<file path="src/rtl/branch_trap_resolver_if.sv">
// Op stream and resolution bus between decode/ALU, the resolver, fetch and the exception unit.
interface branch_trap_resolver_if #(
   parameter int PC_W  = 32,
   parameter int CNT_W = 16
);
   logic             op_valid;
   logic             op_ready;
   logic [2:0]       op_kind;
   logic             cond_flag;
   logic             trap_flag;
   logic [PC_W-1:0]  pc;
   logic [15:0]      imm16;
   logic [25:0]      target26;
   logic [PC_W-1:0]  rs_value;
   logic             redirect_valid;
   logic [PC_W-1:0]  redirect_pc;
   logic             link_valid;
   logic [PC_W-1:0]  link_value;
   logic             trap_req;
   logic [PC_W-1:0]  trap_epc;
   logic             trap_in_ds;
   logic             trap_ack;
   logic             ds_error;
   logic [CNT_W-1:0] taken_count;

   // The op producer / exception unit side
   modport master (
      output op_valid, op_kind, cond_flag, trap_flag, pc, imm16, target26, rs_value, trap_ack,
      input  op_ready, redirect_valid, redirect_pc, link_valid, link_value,
             trap_req, trap_epc, trap_in_ds, ds_error, taken_count
   );

   // The resolver side
   modport slave (
      input  op_valid, op_kind, cond_flag, trap_flag, pc, imm16, target26, rs_value, trap_ack,
      output op_ready, redirect_valid, redirect_pc, link_valid, link_value,
             trap_req, trap_epc, trap_in_ds, ds_error, taken_count
   );
endinterface

</file>
<file path="src/rtl/branch_trap_resolver.sv">
// Resolves MIPS branch/jump redirects with a one-op delay slot, link writes and conditional traps.
module branch_trap_resolver #(
   parameter int CNT_W = 16,
   parameter int PC_W  = 32
) (
   input logic                  clk,
   input logic                  reset,
   branch_trap_resolver_if.slave bus
);

   typedef enum logic [1:0] {
      IDLE,
      DELAY,
      TRAP_WAIT
   } state_t;

   state_t          state;
   logic [PC_W-1:0] target_q;
   logic [PC_W-1:0] branch_pc_q;

   logic            accept;
   logic [PC_W-1:0] pc_plus4;
   logic [PC_W-1:0] br_target;
   logic [PC_W-1:0] j_target;
   logic [PC_W-1:0] op_target;
   logic            ctrl_taken;
   logic            is_control;
   logic            is_link;
   logic            trap_taken;

   assign accept   = bus.op_valid && bus.op_ready;
   assign pc_plus4 = bus.pc + PC_W'(4);
   assign br_target = pc_plus4 + {{(PC_W-18){bus.imm16[15]}}, bus.imm16, 2'b00};
   assign j_target  = {pc_plus4[PC_W-1:28], bus.target26, 2'b00};

   // Decode the op kind into taken/link/trap qualifiers and select its target
   always_comb begin
      op_target  = br_target;
      ctrl_taken = 1'b0;
      is_control = 1'b0;
      is_link    = 1'b0;
      trap_taken = 1'b0;
      case (bus.op_kind)
         3'b001: begin is_control = 1'b1; ctrl_taken = bus.cond_flag; end
         3'b010: begin is_control = 1'b1; ctrl_taken = bus.cond_flag; is_link = 1'b1; end
         3'b011: begin is_control = 1'b1; ctrl_taken = 1'b1; op_target = j_target; end
         3'b100: begin is_control = 1'b1; ctrl_taken = 1'b1; op_target = j_target; is_link = 1'b1; end
         3'b101: begin is_control = 1'b1; ctrl_taken = 1'b1; op_target = bus.rs_value; end
         3'b110: begin is_control = 1'b1; ctrl_taken = 1'b1; op_target = bus.rs_value; is_link = 1'b1; end
         3'b111: trap_taken = bus.trap_flag;
         default: ;
      endcase
   end

   // Control FSM with all outputs registered; a control op in the delay slot only flags ds_error
   always_ff @(posedge clk) begin
      if (reset) begin
         state              <= IDLE;
         target_q           <= '0;
         branch_pc_q        <= '0;
         bus.op_ready       <= 1'b1;
         bus.redirect_valid <= 1'b0;
         bus.redirect_pc    <= '0;
         bus.link_valid     <= 1'b0;
         bus.link_value     <= '0;
         bus.trap_req       <= 1'b0;
         bus.trap_epc       <= '0;
         bus.trap_in_ds     <= 1'b0;
         bus.ds_error       <= 1'b0;
         bus.taken_count    <= '0;
      end else begin
         bus.redirect_valid <= 1'b0;
         bus.link_valid     <= 1'b0;
         case (state)
            IDLE: begin
               if (accept) begin
                  if (is_link) begin
                     bus.link_valid <= 1'b1;
                     bus.link_value <= bus.pc + PC_W'(8);
                  end
                  if (ctrl_taken) begin
                     state       <= DELAY;
                     target_q    <= op_target;
                     branch_pc_q <= bus.pc;
                     if (bus.taken_count != '1) begin
                        bus.taken_count <= bus.taken_count + 1'b1;
                     end
                  end else if (trap_taken) begin
                     state          <= TRAP_WAIT;
                     bus.op_ready   <= 1'b0;
                     bus.trap_req   <= 1'b1;
                     bus.trap_epc   <= bus.pc;
                     bus.trap_in_ds <= 1'b0;
                  end
               end
            end
            DELAY: begin
               if (accept) begin
                  if (trap_taken) begin
                     state          <= TRAP_WAIT;
                     bus.op_ready   <= 1'b0;
                     bus.trap_req   <= 1'b1;
                     bus.trap_epc   <= branch_pc_q;
                     bus.trap_in_ds <= 1'b1;
                  end else begin
                     state              <= IDLE;
                     bus.redirect_valid <= 1'b1;
                     bus.redirect_pc    <= target_q;
                     if (is_control) begin
                        bus.ds_error <= 1'b1;
                     end
                  end
               end
            end
            TRAP_WAIT: begin
               if (bus.trap_ack) begin
                  state          <= IDLE;
                  bus.op_ready   <= 1'b1;
                  bus.trap_req   <= 1'b0;
                  bus.trap_in_ds <= 1'b0;
               end
            end
            default: state <= IDLE;
         endcase
      end
   end

endmodule
</file>
<file path="src/flat_wrapper.sv">
// flat-port wrapper written by rule: the top's interface ports become plain ports
module branch_trap_resolver_flat 
#(
   parameter int CNT_W = 16,
   parameter int PC_W  = 32
)
  (clk, reset, bus_op_valid, bus_op_kind, bus_cond_flag, bus_trap_flag, bus_pc, bus_imm16, bus_target26, bus_rs_value, bus_trap_ack, bus_op_ready, bus_redirect_valid, bus_redirect_pc, bus_link_valid, bus_link_value, bus_trap_req, bus_trap_epc, bus_trap_in_ds, bus_ds_error, bus_taken_count);
  branch_trap_resolver_if #(.PC_W(PC_W), .CNT_W(CNT_W)) bus_i ();
  input logic clk;
  input logic reset;
  input wire logic [$bits(bus_i.op_valid)-1:0] bus_op_valid;
  input wire logic [$bits(bus_i.op_kind)-1:0] bus_op_kind;
  input wire logic [$bits(bus_i.cond_flag)-1:0] bus_cond_flag;
  input wire logic [$bits(bus_i.trap_flag)-1:0] bus_trap_flag;
  input wire logic [$bits(bus_i.pc)-1:0] bus_pc;
  input wire logic [$bits(bus_i.imm16)-1:0] bus_imm16;
  input wire logic [$bits(bus_i.target26)-1:0] bus_target26;
  input wire logic [$bits(bus_i.rs_value)-1:0] bus_rs_value;
  input wire logic [$bits(bus_i.trap_ack)-1:0] bus_trap_ack;
  output wire logic [$bits(bus_i.op_ready)-1:0] bus_op_ready;
  output wire logic [$bits(bus_i.redirect_valid)-1:0] bus_redirect_valid;
  output wire logic [$bits(bus_i.redirect_pc)-1:0] bus_redirect_pc;
  output wire logic [$bits(bus_i.link_valid)-1:0] bus_link_valid;
  output wire logic [$bits(bus_i.link_value)-1:0] bus_link_value;
  output wire logic [$bits(bus_i.trap_req)-1:0] bus_trap_req;
  output wire logic [$bits(bus_i.trap_epc)-1:0] bus_trap_epc;
  output wire logic [$bits(bus_i.trap_in_ds)-1:0] bus_trap_in_ds;
  output wire logic [$bits(bus_i.ds_error)-1:0] bus_ds_error;
  output wire logic [$bits(bus_i.taken_count)-1:0] bus_taken_count;
  assign bus_i.op_valid = bus_op_valid;
  assign bus_i.op_kind = bus_op_kind;
  assign bus_i.cond_flag = bus_cond_flag;
  assign bus_i.trap_flag = bus_trap_flag;
  assign bus_i.pc = bus_pc;
  assign bus_i.imm16 = bus_imm16;
  assign bus_i.target26 = bus_target26;
  assign bus_i.rs_value = bus_rs_value;
  assign bus_i.trap_ack = bus_trap_ack;
  assign bus_op_ready = bus_i.op_ready;
  assign bus_redirect_valid = bus_i.redirect_valid;
  assign bus_redirect_pc = bus_i.redirect_pc;
  assign bus_link_valid = bus_i.link_valid;
  assign bus_link_value = bus_i.link_value;
  assign bus_trap_req = bus_i.trap_req;
  assign bus_trap_epc = bus_i.trap_epc;
  assign bus_trap_in_ds = bus_i.trap_in_ds;
  assign bus_ds_error = bus_i.ds_error;
  assign bus_taken_count = bus_i.taken_count;
  branch_trap_resolver #(.CNT_W(CNT_W), .PC_W(PC_W)) u_core (.clk(clk), .reset(reset), .bus(bus_i));
endmodule
</file>
<file path="config.mk">
export PLATFORM = sky130hd
export DESIGN_NAME = branch_trap_resolver_flat
export DESIGN_NICKNAME = d
export VERILOG_FILES = /design/src/rtl/branch_trap_resolver_if.sv /design/src/rtl/branch_trap_resolver.sv /design/src/flat_wrapper.sv
export SDC_FILE = /design/constraint.sdc
export NUM_CORES = 1
export LEC_CHECK = 0
export BUFFER_PORTS_ARGS = -buffer_cell sky130_fd_sc_hd__clkbuf_2
export CAP_MARGIN = 10
export CELL_PAD_IN_SITES_DETAIL_PLACEMENT = 0
export CELL_PAD_IN_SITES_GLOBAL_PLACEMENT = 2
export CORE_ASPECT_RATIO = 1.75
export CORE_MARGIN = 2
export CORE_UTILIZATION = 31
export DETAILED_ROUTE_END_ITERATION = 8
export GPL_ROUTABILITY_DRIVEN = 0
export PLACE_DENSITY_LB_ADDON = 0.1
export SLEW_MARGIN = 10
export SYNTH_ARGS = -nofsm -noshare
export SYNTH_HDL_FRONTEND = slang
export SYNTH_SLANG_ARGS = --single-unit
</file>
<file path="constraint.sdc">
create_clock -name clk -period 5.43 [get_ports clk]
set_input_delay 1.629 -clock clk [delete_from_list [all_inputs] [get_ports clk]]
set_output_delay 1.629 -clock clk [all_outputs]
set_load 0.01 [all_outputs]
</file>
Yosys cells after proc, flatten, opt, wreduce, memory -nomap -nowiden
Index checks and enable logic that the tools add are counted.
W data, S select, Z words.
{"block": "totals", "out_inout_bits": 118, "reg_bits": 184, "word_cells": 97, "in_bits": 115}
{"block": "classes", "n_reduce_logical": 21, "n_eq_ne": 17, "bitwise": 4, "mux": 38, "add_sub_neg": 4}
{"operator": "$mux W32", "count": 5}
{"operator": "$pmux W32 S2", "count": 2}
{"operator": "$add A32 B3 Y32 const B", "count": 1}
{"operator": "$add A32 B32 Y32", "count": 1}
{"operator": "$add A32 B4 Y32 const B", "count": 1}
{"operator": "$mux W1", "count": 20}
{"operator": "$add A16 B1 Y16 const B", "count": 1}
{"operator": "$ne A16 B16 Y1 const B", "count": 1}
{"operator": "$eq A3 B3 Y1 const B", "count": 4}
{"operator": "$mux W2", "count": 6}
{"operator": "$reduce_and A4 Y1", "count": 3}
{"operator": "$pmux W1 S3", "count": 3}
{"operator": "$reduce_and A3 Y1", "count": 3}
{"operator": "$reduce_or A3 Y1", "count": 3}
{"operator": "$ne A2 B1 Y1 const B", "count": 4}
{"operator": "$reduce_and A7 Y1", "count": 1}
{"operator": "$eq A3 B2 Y1 const B", "count": 2}
{"operator": "$pmux W2 S3", "count": 1}
{"operator": "$reduce_and A6 Y1", "count": 1}
{"operator": "$reduce_or A2 Y1", "count": 3}
{"operator": "$reduce_or A6 Y1", "count": 1}
{"operator": "$reduce_and A5 Y1", "count": 1}
{"operator": "$ne A2 B2 Y1 const B", "count": 2}
{"operator": "$not A1 Y1", "count": 4}
{"operator": "10 further kinds", "count": 10}

Depth between registers and ports, before layout
Gate-level depths: netlist of run 1.
{"block": "logic_depth", "ltp_word": 6, "depth_mapped": 17, "depth_no_buf": 17}

Worst setup path before layout of run 1
No wires, ideal clock.
{"block": "synth_path", "kind": "input to register", "startpoint": "in bus_pc[3]", "endpoint": "reg u_core.target_q[28]", "path_buffers": 0, "setup_ns": 0.134, "arrival_ns": 4.430, "required_ns": 5.296, "stages": 16, "slack_ns": 0.866, "path_cell_list": "ha_1 -> and3_1 -> nand3_1 -> nor2_1 -> and3_1 -> nand2_1 -> xnor2_1 -> ha_1 -> a21o_1 -> a21o_1 -> a21oi_1 -> o21ai_1 -> a221o_1 -> a31oi_1 -> mux2i_1 -> a311oi_1"}
{"block": "synth_via", "elab_chain_len": 3}
{"element": "from (decl)", "line": "flat_wrapper.sv:15", "rtl": "input wire logic [$bits(bus_i.pc)-1:0] bus_pc;"}
{"element": "$add A32 B3 Y32 (*)", "line": "branch_trap_resolver.sv:32", "rtl": "assign pc_plus4 = bus.pc + PC_W'(4);"}
{"element": "$add A32 B32 Y32", "line": "branch_trap_resolver.sv:33", "rtl": "assign br_target = pc_plus4 + {{(PC_W-18){bus.imm16[15]}}, bus.imm16, 2'b00};"}
{"element": "$pmux W32 S2 (*)", "line": "branch_trap_resolver.sv:43", "rtl": "case (bus.op_kind)"}
{"element": "to (signal assigned)", "line": "branch_trap_resolver.sv:83", "rtl": "target_q <= op_target;"}
{"element": "to (decl)", "line": "branch_trap_resolver.sv:18", "rtl": "logic [PC_W-1:0] target_q;"}
Every way passes the cells marked *; elsewhere a longest branch is shown, timed or not.
A chain may end at the register's enable or synchronous reset.

Worst setup path after layout of run 1
Same ends and word-level chain as after synthesis.

==> flow_summary.toml, run 1 <==
[run_status]
run_status = "complete, no violations"

[clock_tree]
cts-hold-fix-buffers = 0
tritoncts_clock_tree = "done"
numCtsBuffers = 17
cts.htree.levels = 4
clk_root_buffer_cell = "sky130_fd_sc_hd__clkbuf_16"
cts-resized-gates = 0
tritoncts_num_sinks = 184
clk_transition_reported_paths_ns = 0.07
setup_repair_bufs_after_cts = 0
clock_latency_ns = 0.45
clock_path_buffers = 2

[detailed_routing]
firstDrtPassIters = 4
routed_wire_length_per_instance_um = 18.3
drt_drc = 0
totalWireLength_um = 33000
drt.antenna.violating_nets = 0
avgViaCountPerCell = 5.04
drt_first_iter_violations = 353
vias = 9106

[final_layout]
fin_util_pct = 37.8
layout-area-overhead-vs-synth_pct = 20.0
n_antenna_cell = 0
fin_cells = 1808
drive_gt1_share_pct = 21.8
number_of_nets_in_the_layout = 1553
area_of_all_placed_cells_without_fillers_mm2 = 0.0119

[critical_path]
setup.reg_to_reg.worst_slack_ns = 2.86
slowest_delay_ns = 0.35
worst_r2r_startpoint = "u_core.bus.op_ready$_SDFFE_PP1P_"
critical-path-slowest-cell = "sky130_fd_sc_hd__a221o_1"
cp_cell_sequence = "clkbuf_2 -> ha_1 -> and3_1 -> nand3_1 -> nor2_1 -> and3_1 -> nand2_1 -> xnor2_1 -> ha_1 -> a21o_1 -> a21o_1 -> a21oi_1 -> o21ai_1 -> a221o_1 -> a31oi_1 -> mux2i_1 -> a311oi_1"
crit_type = "in2reg"
setup.worst_path.start_class = "input pin"
worstReg2RegEnd = "u_core.target_q[24]$_SDFFE_PP0P_"
critical_path.n_buffers_inverters = 1
worst_ep_arrival_time_ns = 5.04
critPathTopFamily = "compound AO/OA/AOI/OAI gates"
critPathRequiredTime_ns = 5.73
setup.worst_path.end_class = "flop"
critical_path.max_fanout = 7
ff2ff_path_depth = 6

[place]
sum_of_net_half_perimeters_after_detailed_placement_um = 25200
port_buffers = 232
dp_worst_setup_slack_ns = 0.214
post-place-cells = 1777
placed_area_mm2 = 0.0113

[grt]
grt_pass1_wl_um = 51100
grtUsageTotal_pct = 19.6
first_global_vias = 8972
grt-ovfl-total = 0
pin_count_of_the_biggest_net_entering_global_routing = 92
grt_antenna_before_repair = 0

[timing]
tns_ns = 0
finalCriticalPeriod_ns = 4.74
fin_worst_hold_slack_ns = 0.450
maxSlewHeadroom_pct = 33.2
report.final.setup_viol = 0
timing_max_transition_violations_final = 0
final_cycle_utilization_of_the_critical_path_pct = 87.3
finalWorstSetupSlack_ns = 0.689
fmax_mhz = 211
tightestPinTransition_ns = 1.00
rsz_0062_raised_after_global_routing = "false"
final.setup_skew_ns = 0.00763
hold_violations = 0

[pwr]
intPower_mw = 2.41
seq_power_share_pct = 42.4
power_density_mw_per_mm2 = 288
cellLeakagePower_nw = 4.96
switching_pwr_mw = 1.02
p_sw_share_pct = 29.8
p_total_mw = 3.44
worst_ir_drop_on_vdd_mv = 0.225
power_frac_clock_pct = 38.4
combinationalPowerShare_pct = 19.2

[floorplanning]
pin_count = 233
fp.dieW_um = 139
floorplan.initialDensity_pct = 31.5
die_area_mm2 = 0.0335
rows = 86
design.core.area_mm2 = 0.0315
height_of_the_die_um = 241

[min_path]
kind_of_path_behind_the_tightest_hold_check = "reg2reg"
whs_endpoint = "u_core.bus.redirect_pc[30]$_SDFFE_PP0P_"
min_delay_path_depth = 2
hold_path_startpoint = "u_core.target_q[30]$_SDFFE_PP0P_"

[yosys]
synth_seq_area_share_pct = 37.1
ff_latch_count_synth = 184
synth-edff-count = 0
synthArstFlopShare_pct = 0
syn-cell-area_mm2 = 0.00993
netlist-cell-type-count = 71
ys.flop_type = "sky130_fd_sc_hd__dfxtp_1"
avgSynthCellArea_um2 = 8.06
synthesis.yosys.warnings = 0
synth.net_count = 1385
netlist_instances = 1232

[flow_run]
cap_violations = 0
Yosys cell counts, drive strengths merged (2+ instances only):
cell	number	share of area [%]
dfxtp	184	37
nand2	198	7.5
o21bai	6	0.45
or2	6	0.38
a21o	15	1.1
o22ai	2	0.13
a221o	6	0.61
o21a	3	0.23
a211oi	66	5.2
a22oi	7	0.53
xor2	38	3.4
o21ai	32	1.6
nor2	143	5.5
nand3	31	1.6
nor4	5	0.38
a21oi	107	5.5
clkbuf	63	2.4
a21boi	2	0.19
and4	2	0.18
nand2b	4	0.25
nor3	22	1.2
nand4	16	1.2
ha	37	4.7
and3	16	1.0
a311oi	8	0.71
or3	8	0.55
a31oi	10	0.63
xnor2	52	4.7
buf	38	2.2
and2	9	0.59
o31ai	3	0.23
o211ai	5	0.38
a221oi	20	1.8
o32ai	2	0.25
inv	12	0.45
a22o	2	0.18
a211o	2	0.18
mux2i	37	3.7
how the worst max path moves through the flow:
stage | from | end | slack (ns) | cells after the start
2_1_floorplan | bus_pc[3] | u_core.target_q[28]$_SDFFE_PP0P_ | 0.87 | 16
3_3_place_gp | bus_pc[3] | u_core.target_q[28]$_SDFFE_PP0P_ | 0.29 | 17
3_5_place_dp | bus_pc[3] | u_core.target_q[28]$_SDFFE_PP0P_ | 0.21 | 17
4_1_cts | bus_pc[3] | u_core.target_q[28]$_SDFFE_PP0P_ | 0.68 | 17
5_1_grt | bus_pc[3] | u_core.target_q[28]$_SDFFE_PP0P_ | 0.34 | 17
6_report | bus_pc[3] | u_core.target_q[28]$_SDFFE_PP0P_ | 0.69 | 17
worst reg2reg max path, stage by stage, from the launching register on:
cell,delay [ns]
sky130_fd_sc_hd__dfxtp_1,0.35
sky130_fd_sc_hd__nand2_1,0.13
sky130_fd_sc_hd__or3_4,0.39
sky130_fd_sc_hd__or2_2,0.57
sky130_fd_sc_hd__a221oi_1,0.71
sky130_fd_sc_hd__a211o_1,0.23
sky130_fd_sc_hd__a21oi_1,0.04
metal layers:
layer / GRT usage, % / part of all wire [%] / up-vias
met5: 0 / 0 / -
met4: 6.67 / 2.0 / 0
met3: 3.35 / 3.2 / 36
met2: 37.0 / 53 / 192
met1: 22.2 / 41 / 4216
li1: - / - / 4662
logic make-up (layout without fill, tap and decap cells):
logic type / after synthesis / count (layout) / share of synthesized area (%)
buf+inv: 114 / 294 / 5.04
fa+ha+maj: 39 / 39 / 4.97
simple gates: 463 / 463 / 20.6
flops: 184 / 184 / 37.1
mux: 37 / 37 / 3.73
xor+xnor: 90 / 90 / 8.02
compound gates: 305 / 305 / 20.5
power by group through the flow:
stage          Sequential [mW]  Combinational, mW  Clock (mW)
2_1_floorplan             1.49              0.436           0
3_3_place_gp              1.49              0.668           0
3_5_place_dp              1.49              0.669           0
4_1_cts                   1.46              0.672        1.37
5_1_grt                   1.47              0.738        1.42
6_report                  1.46              0.661        1.32
state kept, by name (all words and copies together), names as in the netlist:
signal	cells
u_core.bus.redirect_valid	1
u_core.state	2
u_core.target_q	32
u_core.bus.trap_in_ds	1
u_core.bus.ds_error	1
u_core.bus.redirect_pc	32
u_core.bus.link_value	32
u_core.bus.link_valid	1
u_core.bus.trap_epc	32
u_core.bus.trap_req	1
u_core.bus.taken_count	16
u_core.bus.op_ready	1
u_core.branch_pc_q	32
final cells by class:
class                      count  area (µm²)
sequential                   184        3680
clock buffer                  18         439
fill                        3410       19600
tap                          396         495
clock inverter                13         166
multi-input combinational    934        5770
inverter                      13        48.8
timing repair buffer         250        1320
cell usage in the layout (no fill, tap or decap), types with 4 or more instances in the layout:
cell type / count
sky130_fd_sc_hd__nand2_1: 198
sky130_fd_sc_hd__o21ai_1: 4
sky130_fd_sc_hd__a31oi_1: 10
sky130_fd_sc_hd__a311oi_1: 8
sky130_fd_sc_hd__o21ai_0: 27
sky130_fd_sc_hd__dfxtp_1: 184
sky130_fd_sc_hd__inv_1: 12
sky130_fd_sc_hd__and3_1: 16
sky130_fd_sc_hd__inv_6: 5
sky130_fd_sc_hd__nor3_2: 4
sky130_fd_sc_hd__xnor2_1: 51
sky130_fd_sc_hd__a21o_1: 15
sky130_fd_sc_hd__clkbuf_2: 231
sky130_fd_sc_hd__nor4_1: 4
sky130_fd_sc_hd__nor2_1: 140
sky130_fd_sc_hd__a221o_1: 6
sky130_fd_sc_hd__o211ai_1: 5
sky130_fd_sc_hd__a21oi_1: 104
sky130_fd_sc_hd__buf_4: 17
sky130_fd_sc_hd__or3_1: 7
sky130_fd_sc_hd__o21bai_1: 6
sky130_fd_sc_hd__xor2_1: 38
sky130_fd_sc_hd__nand4_1: 14
sky130_fd_sc_hd__nand3_1: 31
sky130_fd_sc_hd__clkbuf_16: 17
sky130_fd_sc_hd__a211oi_1: 64
sky130_fd_sc_hd__or2_2: 4
sky130_fd_sc_hd__mux2i_1: 37
sky130_fd_sc_hd__nor3_1: 18
sky130_fd_sc_hd__a22oi_1: 7
sky130_fd_sc_hd__a221oi_1: 20
sky130_fd_sc_hd__ha_1: 37
sky130_fd_sc_hd__and2_1: 8
(Power assumes the default switching activity.)
==> run 2, diff against run 1 <==
--- a/config.mk
+++ b/config.mk
@@ -14,7 +14,7 @@
 export CORE_UTILIZATION = 31
 export DETAILED_ROUTE_END_ITERATION = 8
 export GPL_ROUTABILITY_DRIVEN = 0
-export PLACE_DENSITY_LB_ADDON = 0.1
+export PLACE_DENSITY = 0.77
 export SLEW_MARGIN = 10
 export SYNTH_ARGS = -nofsm -noshare
 export SYNTH_HDL_FRONTEND = slang
==> run 2 against run 1 <==
Against the previous run: critical endpoint unchanged; sequential cell count did not move; largest power group unchanged; sequential power is essentially flat; worst setup slack better by 0.016 ns.
==> flow_summary.toml, run 2 (synthesized netlist as in run 1, its figures left out) <==
[run_status]
run_status = "complete, no violations"

[clock_tree]
cts-hold-fix-buffers = 0
tritoncts_num_sinks = 184
tritoncts_clock_tree = "done"
cts-resized-gates = 0
clock_path_buffers = 2
clk_root_buffer_cell = "sky130_fd_sc_hd__clkbuf_16"
numCtsBuffers = 17
cts.htree.levels = 4
setup_repair_bufs_after_cts = 0
clk_transition_reported_paths_ns = 0.07
clock_latency_ns = 0.45

[detailed_routing]
vias = 9172
drt.antenna.violating_nets = 0
drt_drc = 0
firstDrtPassIters = 5
routed_wire_length_per_instance_um = 17.8
drt_first_iter_violations = 466
totalWireLength_um = 32200
avgViaCountPerCell = 5.07

[timing]
tightestPinTransition_ns = 0.980
final.setup_skew_ns = 0.00884
maxSlewHeadroom_pct = 34.6
tns_ns = 0
hold_violations = 0
fmax_mhz = 212
final_cycle_utilization_of_the_critical_path_pct = 87.0
finalCriticalPeriod_ns = 4.73
timing_max_transition_violations_final = 0
rsz_0062_raised_after_global_routing = "false"
report.final.setup_viol = 0

[floorplanning]
height_of_the_die_um = 241
floorplan.initialDensity_pct = 31.5
rows = 86
design.core.area_mm2 = 0.0315
pin_count = 233
die_area_mm2 = 0.0335
fp.dieW_um = 139

[grt]
pin_count_of_the_biggest_net_entering_global_routing = 119
grtUsageTotal_pct = 19.2
first_global_vias = 8914
grt-ovfl-total = 0
grt_pass1_wl_um = 50200
grt_antenna_before_repair = 0

[pwr]
power_density_mw_per_mm2 = 294
cellLeakagePower_nw = 4.97
worst_ir_drop_on_vdd_mv = 0.242

[final_layout]
fin_cells = 1808
fillerInstances = 3356
layout-area-overhead-vs-synth_pct = 20.3
final_common_cell = "sky130_fd_sc_hd__clkbuf_2"
number_of_nets_in_the_layout = 1551
area_of_all_placed_cells_without_fillers_mm2 = 0.0119
drive_gt1_share_pct = 21.8
mostFrequentLayoutCells = "sky130_fd_sc_hd__clkbuf_2, sky130_fd_sc_hd__nand2_1, sky130_fd_sc_hd__dfxtp_1, sky130_fd_sc_hd__nor2_1, sky130_fd_sc_hd__a21oi_1"

[critical_path]
critPathRequiredTime_ns = 5.73
crit_type = "in2reg"
slowest_delay_ns = 0.35
cp_cell_sequence = "clkbuf_2 -> ha_1 -> and3_1 -> nand3_1 -> nor2_1 -> and3_1 -> nand2_1 -> xnor2_1 -> ha_1 -> a21o_1 -> a21o_1 -> a21oi_1 -> o21ai_1 -> a221o_1 -> a31oi_1 -> mux2i_1 -> a311oi_1"
critical_path.max_fanout = 7
setup.worst_path.start_class = "input pin"
critical-path-slowest-cell = "sky130_fd_sc_hd__a221o_1"
setup.worst_path.end_class = "flop"
worst_ep_arrival_time_ns = 5.02

[place]
placed_area_mm2 = 0.0113
post-place-cells = 1775
sum_of_net_half_perimeters_after_detailed_placement_um = 24600
port_buffers = 232

[flow_run]
cap_violations = 0

[min_path]
kind_of_path_behind_the_tightest_hold_check = "reg2reg"
run 2: path summary, 6_finish.rpt:
path	start	endpoint	slack [ns]	cells after the start
max	bus_pc[4]	u_core.target_q[28]$_SDFFE_PP0P_	0.70	17
min	u_core.target_q[6]$_SDFFE_PP0P_	u_core.bus.redirect_pc[6]$_SDFFE_PP0P_	0.45	2
max reg2reg	u_core.bus.op_ready$_SDFFE_PP1P_	u_core.bus.taken_count[8]$_SDFFE_PP0P_	2.95	8
min reg2reg	u_core.target_q[6]$_SDFFE_PP0P_	u_core.bus.redirect_pc[6]$_SDFFE_PP0P_	0.45	2
run 2: cell type report:
| class | instances | area (µm²) | area share, % |
|---|---|---|---|
| multi-input combinational | 934 | 5770 | 48.3 |
| sequential | 184 | 3680 | 30.8 |
| timing repair buffer | 248 | 1290 | 10.8 |
| tap | 396 | 495 | 4.15 |
| clock buffer | 21 | 480 | 4.02 |
| clock inverter | 11 | 181 | 1.52 |
| inverter | 13 | 48.8 | 0.409 |
| antenna | 1 | 2.50 | 0.0209 |
run 2: per-stage QoR:
stage               power [mW]  worst slack (ns)  util (%)  hold WS (ns)
floorplan                 1.93             0.866         -         0.429
detailed placement        2.14             0.260      35.8         0.440
finish                    3.51             0.704      37.9         0.452
global placement          2.14             0.381      35.8         0.439
CTS                       3.57             0.742      37.9         0.450
global route              3.69             0.453      37.9         0.463
run 2: per-layer routing:
metal,track usage (%),up-vias,share of wire [%]
met5,0,-,0
met4,8.14,0,2.9
met3,3.49,47,3.8
met2,35.7,206,54
met1,21.2,4260,40
li1,-,4659,-
run 2: critical path: cells and delay by family:
| kind | cells | cell delay (ns) |
|---|---|---|
| AOI/OAI and AO/OA | 7 | 1.27 |
| and+or+nand+nor | 5 | 0.90 |
| adders and majority gates | 2 | 0.62 |
| xor gates and xnor gates | 1 | 0.22 |
| muxes | 1 | 0.21 |
| buffers and inverters | 1 | 0.18 |
run 2: power breakdown:
group | leakage, nW | internal, mW | switching [mW]
registers | 1.50 | 1.42 | 0.0362
logic | 3.14 | 0.249 | 0.402
clock network | 0.326 | 0.829 | 0.575
